[config.mk]
export PLATFORM = sky130hd
export DESIGN_NAME = alu_flag_writeback
export DESIGN_NICKNAME = d
export VERILOG_FILES = /design/src/rtl/alu_flag_writeback.sv
export SDC_FILE = /design/constraint.sdc
export NUM_CORES = 1
export LEC_CHECK = 0
export BUFFER_PORTS_ARGS = -buffer_cell sky130_fd_sc_hd__buf_2
export CAP_MARGIN = 20
export CORE_MARGIN = 8
export CORE_UTILIZATION = 43
export CTS_CLUSTER_DIAMETER = 30
export DETAILED_ROUTE_END_ITERATION = 7
export PLACE_DENSITY = 0.81
export SETUP_SLACK_MARGIN = 0.5
export SYNTH_ARGS = -nofsm -noshare
export SYNTH_HDL_FRONTEND = slang
export SYNTH_SLANG_ARGS = --single-unit
[constraint.sdc]
create_clock -name clk -period 3.8 [get_ports clk]
set_clock_uncertainty 0.15 [all_clocks]
set_input_delay 1.14 -clock clk [delete_from_list [all_inputs] [get_ports clk]]
set_output_delay 1.14 -clock clk [all_outputs]
set_load 0.05 [all_outputs]
[src/rtl/alu_flag_writeback.sv]
// alu_flag_writeback: one-entry output register behind the 8-bit ALU.
// Holds the result for register-file writeback (valid/ready) and owns the
// architectural {N,Z,C} flags, including carry feedback and branch-condition
// evaluation. Optional macro FLAG_SHADOW_EN adds a 3-bit flag shadow with
// save/restore; without it flag_save/flag_restore are ignored.
module alu_flag_writeback #(
    parameter int WIDTH = 8
) (
    input  logic             clk,
    input  logic             rst_n,
    input  logic             in_valid,
    output logic             in_ready,
    input  logic [WIDTH-1:0] in_result,
    input  logic             in_carry,
    input  logic [1:0]       in_op,
    output logic             wb_valid,
    input  logic             wb_ready,
    output logic [WIDTH-1:0] wb_data,
    output logic             carry_flag,
    output logic [2:0]       flags,
    input  logic             clc,
    input  logic [2:0]       cond_sel,
    output logic             cond_true,
    input  logic             flag_save,
    input  logic             flag_restore
);

    localparam logic [1:0] OP_ADD  = 2'b00;
    localparam logic [1:0] OP_AND  = 2'b01;
    localparam logic [1:0] OP_OR   = 2'b10;
    localparam logic [1:0] OP_PASS = 2'b11;

    // Flag bit positions inside the {N,Z,C} vector
    localparam int FC = 0;
    localparam int FZ = 1;
    localparam int FN = 2;

    typedef enum logic {
        EMPTY = 1'b0,
        FULL  = 1'b1
    } state_t;

    state_t           state, state_nxt;
    logic [WIDTH-1:0] data_q;
    logic             data_load;
    logic             accept;
    logic [2:0]       flags_q, flags_nxt;
    logic             res_z, res_n;
    logic             add_accept;

    // A slot frees up in the same cycle the held result is written back,
    // so a non-stalling consumer sees one result per clock.
    assign in_ready   = (state == EMPTY) || wb_ready;
    assign accept     = in_valid && in_ready;
    assign add_accept = accept && (in_op == OP_ADD);

    // Z/N are derived here rather than taken from the ALU so they always
    // match the value actually captured.
    assign res_z = (in_result == '0);
    assign res_n = in_result[WIDTH-1];

    // State register
    always_ff @(posedge clk or negedge rst_n) begin
        if (!rst_n) state <= EMPTY;
        else        state <= state_nxt;
    end

    // Next-state and data-load decode for the one-entry buffer
    always_comb begin
        state_nxt = state;
        data_load = 1'b0;
        if (accept) begin
            state_nxt = FULL;
            data_load = 1'b1;
        end else if ((state == FULL) && wb_ready) begin
            state_nxt = EMPTY;
        end
    end

    // Held result; only written on accept so it stays stable through stalls
    always_ff @(posedge clk or negedge rst_n) begin
        if (!rst_n)         data_q <= '0;
        else if (data_load) data_q <= in_result;
    end

    assign wb_valid = (state == FULL);
    assign wb_data  = data_q;

`ifdef FLAG_SHADOW_EN
    logic [2:0] shadow_q;

    // Shadow captures pre-edge flags, so save+restore together swaps cleanly
    always_ff @(posedge clk or negedge rst_n) begin
        if (!rst_n)         shadow_q <= 3'b000;
        else if (flag_save) shadow_q <= flags_q;
    end
`else
    logic unused_shadow_ctrl;
    assign unused_shadow_ctrl = flag_save ^ flag_restore;
`endif

    // Next flags: op-dependent update, then clc, then restore overrides all
    always_comb begin
        flags_nxt = flags_q;
        if (accept) begin
            case (in_op)
                OP_ADD: begin
                    flags_nxt[FC] = in_carry;
                    flags_nxt[FZ] = res_z;
                    flags_nxt[FN] = res_n;
                end
                OP_AND, OP_OR: begin
                    flags_nxt[FZ] = res_z;
                    flags_nxt[FN] = res_n;
                end
                OP_PASS: flags_nxt = flags_q;
                default: flags_nxt = flags_q;
            endcase
        end
        // An ADD accepted in the same cycle owns the carry
        if (clc && !add_accept) flags_nxt[FC] = 1'b0;
`ifdef FLAG_SHADOW_EN
        if (flag_restore) flags_nxt = shadow_q;
`endif
    end

    // Architectural flag register, independent of writeback stalls
    always_ff @(posedge clk or negedge rst_n) begin
        if (!rst_n) flags_q <= 3'b000;
        else        flags_q <= flags_nxt;
    end

    assign flags      = flags_q;
    assign carry_flag = flags_q[FC];

    // Branch condition from committed flags
    always_comb begin
        cond_true = 1'b0;
        case (cond_sel)
            3'b000:  cond_true = 1'b1;
            3'b001:  cond_true = flags_q[FZ];
            3'b010:  cond_true = !flags_q[FZ];
            3'b011:  cond_true = flags_q[FC];
            3'b100:  cond_true = !flags_q[FC];
            3'b101:  cond_true = flags_q[FN];
            3'b110:  cond_true = !flags_q[FN];
            3'b111:  cond_true = 1'b0;
            default: cond_true = 1'b0;
        endcase
    end

endmodule

* After elaboration in Yosys (flattened, before gate mapping)
Index checks and enable logic that the tools add are counted.
** Word-level totals
- Flip-flop bits (word level) :: 12
- Bits in latches :: 0
- Memory bits (writable) :: 0
- Memory bits (read-only) :: 0
- Output and inout port bits :: 15
- Word-level logic and storage cells :: 42
- Memories :: 0
** Operators by class
- $add $sub $neg :: 0
- Multiply operators :: 0
- Divide/modulo/power cells :: 0
- Order comparisons :: 0
- Eq/ne operators :: 10
- Shift operators :: 0
- Multiplexer cells :: 8
- Bitwise operators :: 2
- Reductions and logical operators :: 18
** Operators by type and width (number)
- $eq A3 B3 Y1 const B :: 4
- $logic_not A8 Y1 :: 1
- $pmux W1 S8 :: 1
- $eq A3 B2 Y1 const B :: 2
- $mux W1 :: 6
- $reduce_bool A2 Y1 :: 3
- $eq A2 B2 Y1 const B :: 2
- $logic_and A1 B1 Y1 :: 4
- $logic_not A1 Y1 :: 4
- $reduce_and A2 Y1 :: 2
- $eq A3 B1 Y1 const B :: 1
- $logic_not A3 Y1 :: 1
- $reduce_or A3 Y1 :: 1
- $eq A2 B1 Y1 const B :: 1
- $logic_not A2 Y1 :: 1
- $mux W2 :: 1
- $not A1 Y1 :: 2
- $logic_or A1 B1 Y1 :: 1

* Longest topological paths before layout
- Word-level depth :: 8
- Mapped depth :: 3
- Gate-level depth less buffers :: 3

* Least setup slack after synthesis
No wires, ideal clock.
- Path kind :: input port to output port
- Start :: in cond_sel[1]
- End :: out cond_true
- Data arrival time :: 2.169 ns
- Data required time :: 2.510 ns
- Path slack :: 0.341 ns
- Stages :: 2
- Cell sequence :: o22a_1 > o221ai_1
** Between the ends
- Cells in the longest elaborated chain, start to end :: 2
- Elaborated cells between the ends (all ways) :: 9
** Ends and longest elaborated chain
- from (decl) :: RTL line 22 : input logic [2:0] cond_sel,
- $eq A3 B3 Y1 (tied with other cells) :: RTL line 139 : case (cond_sel)
- $pmux W1 S8 * :: RTL line 139
- to (decl) :: RTL line 23 : output logic cond_true,
Every way passes the cells marked *; elsewhere a longest branch is shown, timed or not.

* Worst setup path in the final report
- Start :: in cond_sel[0]
- End :: out cond_true
The elaborated chain is that of the path after synthesis.

==> impl_table.tex <==
\begin{tabular}{lr}
\hline
Metric & Value \\
\hline
\multicolumn{2}{l}{\textbf{Floorplan}} \\
\quad Core Rows & 13 \\
\quad Total die area & 0.002736 mm² \\
\quad CORE AREA & 0.001269 mm² \\
\quad Initial Util & 44.67\% \\
\quad Top-Level Pins & 36 \\
\quad Floorplan die width & 52.31 µm \\
\quad Die outline height & 52.31 µm \\
\multicolumn{2}{l}{\textbf{Clocking}} \\
\quad CTS tree & done \\
\quad Maximum clock insertion buffer count & 2 \\
\quad CTS sink count & 12 \\
\quad CTS H-tree depth & 1 \\
\quad Clock slew seen by the registers of the worst setup and hold paths & 0.07 ns \\
\quad Number of buffers created by CTS & 3 \\
\quad Source-to-sink clock delay at the later pin of the worst-skew pair & 0.26 ns \\
\quad Clock tree root driver cell & sky130\_fd\_sc\_hd\_\_clkbuf\_4 \\
\multicolumn{2}{l}{\textbf{Synthesis}} \\
\quad Number of warning messages in the yosys log & 0 \\
\quad Post-synth design cell area & 566.8 µm² \\
\quad Proportion of synthesized chip area in sequential cells & 52.98\% \\
\quad Synth Area per Inst & 13.18 µm² \\
\quad Flop and latch count out of synthesis & 12 \\
\quad Syn Nets & 64 \\
\quad Library cells used by synthesis & 21 \\
\quad Post-Synthesis Cells & 43 \\
\multicolumn{2}{l}{\textbf{Pwr}} \\
\quad Fraction of power spent switching nets & 38.96\% \\
\quad Cell Pwr Density & 464.1 mW/mm² \\
\quad Share of total power in combinational logic & 36.5\% \\
\quad Internal power component & 219.4 µW \\
\quad Leakage power & 0.0003978 µW \\
\quad Clock power share & 21.3\% \\
\quad Net Switching & 140.0 µW \\
\quad IR drop worst, VDD & 0.0003087 V \\
\quad Share of power burned in registers & 42.2\% \\
\multicolumn{2}{l}{\textbf{Worst setup path}} \\
\quad Worst EP required & 2.51 ns \\
\quad Highest net fanout along the worst path & 4 \\
\quad Critical path cell sequence & buf\_2 -> and3b\_1 -> o21ai\_1 -> o221ai\_2 -> clkbuf\_4 \\
\quad Worst setup path category & primary input to output port \\
\quad Largest incremental delay on the critical path & 0.22 ns \\
\quad Critical path data arrival time & 1.90 ns \\
\quad Cell with the biggest individual delay on the critical path & sky130\_fd\_sc\_hd\_\_clkbuf\_4 \\
\quad Crit start category & primary input \\
\quad Worst Setup End Kind & output port \\
\multicolumn{2}{l}{\textbf{Final layout}} \\
\quad Total non-filler cell area in the finished layout & 774.5 µm² \\
\quad Total Nets Final & 101 \\
\quad Layout cell share with drive strength beyond 1 & 64.10\% \\
\quad Number of filler instances in the final layout & 109 \\
\quad Antenna fix cells & 0 \\
\quad Signed area change from the synthesized netlist to the final layout & 36.64\% \\
\multicolumn{2}{l}{\textbf{STA}} \\
\quad Max-slew violation count & 0 \\
\quad Setup\_tns & 0 ns \\
\quad Peak Freq & 313.3 MHz \\
\quad Final critical-path share of the clock period & 83.98\% \\
\quad Final Critical Period & 3.191 ns \\
\quad Final setup violation count & 0 \\
\quad Setup repair after global routing missed its margin & no \\
\quad Relative slew slack & 82.15\% \\
\quad Hold Violations, Final & 0 \\
\quad Worst slew pin tran & 0.2677 ns \\
\multicolumn{2}{l}{\textbf{Drt}} \\
\quad Vias after detailed routing & 469 \\
\quad Post-route DRC & 0 \\
\quad Wire per inst & 13.95 µm \\
\quad Starting DRT DRC Count & 1 \\
\quad Count of TritonRoute iterations in the first routing pass & 2 \\
\quad Vias per inst & 5.043 \\
\quad ANT nets after route & 0 \\
\quad Routed wire length & 1.297 mm \\
\multicolumn{2}{l}{\textbf{Status}} \\
\quad Outcome & finished clean \\
\multicolumn{2}{l}{\textbf{Placed design}} \\
\quad Count of port buffers added during placement & 33 \\
\quad Post-detailed-placement half-perimeter wirelength & 1.094 mm \\
\quad Routability congestion estimate & 0.6687 \\
\quad Post-DP Area & 749.5 µm² \\
\multicolumn{2}{l}{\textbf{Global routing}} \\
\quad Congestion Overflow GR & 0 \\
\quad Overall track demand over capacity in global routing & 9.943\% \\
\quad Via count of the first global-routing pass & 512 \\
\quad Maximum number of pins on one net before global-route repair & 13 \\
\quad Wire length of the first global-routing pass & 2.056 mm \\
\quad Number of antenna violations at the first check in global routing & 0 \\
\multicolumn{2}{l}{\textbf{Flow run}} \\
\quad Max-cap violation count & 0 \\
\multicolumn{2}{l}{\textbf{Min path}} \\
\quad Hold/Removal Path Class & flip-flop to flip-flop \\
\hline
\end{tabular}
==> through the flow <==
| stage | power [µW] | setup WS, ns | util [%] | cells | hold WS [ns] |
|---|---|---|---|---|---|
| after floorplan | 247.7 | 0.6490 | - | 43 | 0.6504 |
| after global placement | 283.7 | 0.5611 | 59.07 | 90 | 0.3335 |
| after detailed placement | 286.3 | 0.5496 | 59.07 | 90 | 0.3423 |
| after CTS | 364.2 | 0.5490 | 60.85 | 93 | 0.3586 |
| after global routing | 376.6 | 0.5427 | 61.05 | 93 | 0.3833 |
| final | 359.5 | 0.6086 | 61.05 | 93 | 0.3549 |
==> worst max-delay path: cells and delay by family <==
kind	cells	cell delay [ns]
and+or+nand+nor	1	0.17
AOI/OAI and AO/OA	2	0.25
buffers and inverters	2	0.34
==> cells in the mapped netlist (all sizes together) <==
master,number,area (µm²)
nor3b,1,7.510
nor2,1,3.750
nor2b,1,6.260
o221ai,1,8.760
o21ai,1,5.000
buf,1,7.510
nor4,2,12.51
o22a,1,8.760
nand2b,1,13.76
nand2,3,18.77
dfrtp,12,300.3
or2b,1,7.510
mux2,10,116.4
inv,1,3.750
and3b,1,8.760
o21a,1,7.510
mux2i,1,10.01
nand3,3,20.02
==> cell families after synthesis <==
group / synth area share [%]
and+or+nand+nor: 17.44
buffers and inverters: 1.987
DFF: 52.98
muxes: 22.30
AOI/OAI and AO/OA: 5.298
==> layer usage <==
metal / track usage (%) / up-vias / part of all wire, %
met4: 6.466 / 0 / 0
met1: 10.30 / 218 / 38
met5: 0 / - / 0
li1: - / 230 / -
met2: 16.21 / 21 / 50
met3: 3.977 / 0 / 12
==> path summary, 6_finish.rpt <==
| check | end | slack, ns | depth (start not counted) | startpoint |
|---|---|---|---|---|
| max | cond_true | 0.61 | 5 | cond_sel[0] |
| min | wb_data[6]$_DFFE_PN0P_ | 0.35 | 1 | wb_data[6]$_DFFE_PN0P_ |
| max reg2reg | wb_data[5]$_DFFE_PN0P_ | 2.59 | 3 | wb_valid$_DFFE_PN0P_ |
| min reg2reg | wb_data[6]$_DFFE_PN0P_ | 0.35 | 1 | wb_data[6]$_DFFE_PN0P_ |
| max in group asynchronous | wb_valid$_DFFE_PN0P_ | 2.70 | 1 | rst_n |
| min in group asynchronous | wb_data[3]$_DFFE_PN0P_ | 0.58 | 1 | rst_n |
==> placed cells by master, fill, tap and decap left out, drive strengths merged <==
cell type  synthesis  layout
buf                1      32
dfrtp             12      12
mux2              10      10
clkbuf             0       4
nand3              3       3
nand2              3       3
nor4               2       2
inv                1       1
o21a               1       1
o22a               1       1
and3b              1       1
nor3b              1       1
o21ai              1       1
o221ai             1       1
nand2b             1       1
mux2i              1       1
or2b               1       1
nor2b              1       1
nor2               1       1
==> layout make-up <==
class | instances | area (µm²) | share of cell area, %
multi-input combinational | 29 | 261.5 | 33.76
tap | 15 | 18.77 | 2.423
inverter | 1 | 3.754 | 0.4847
timing repair buffer | 33 | 167.7 | 21.65
clock buffer | 3 | 22.52 | 2.908
sequential | 12 | 300.3 | 38.77
==> flip-flops by register name, indices dropped and copies added, names as in the netlist <==
signal / flops
wb_data: 8
wb_valid: 1
flags: 3
==> power groups by stage <==
stage	registers (µW)	clock network, µW	logic [µW]
floorplan	211	0	37.1
detailed placement	154	0	132
finish	152	76.5	131
global placement	154	0	130
CTS	152	80.3	132
global route	154	84.7	138
==> repair_timing <==
item	CTS	global route
gates resized for setup	0	2
buffers inserted	0	0
setup endpoints to repair	0	1
hold buffers	0	0
Power figures use the tool's default switching activity.
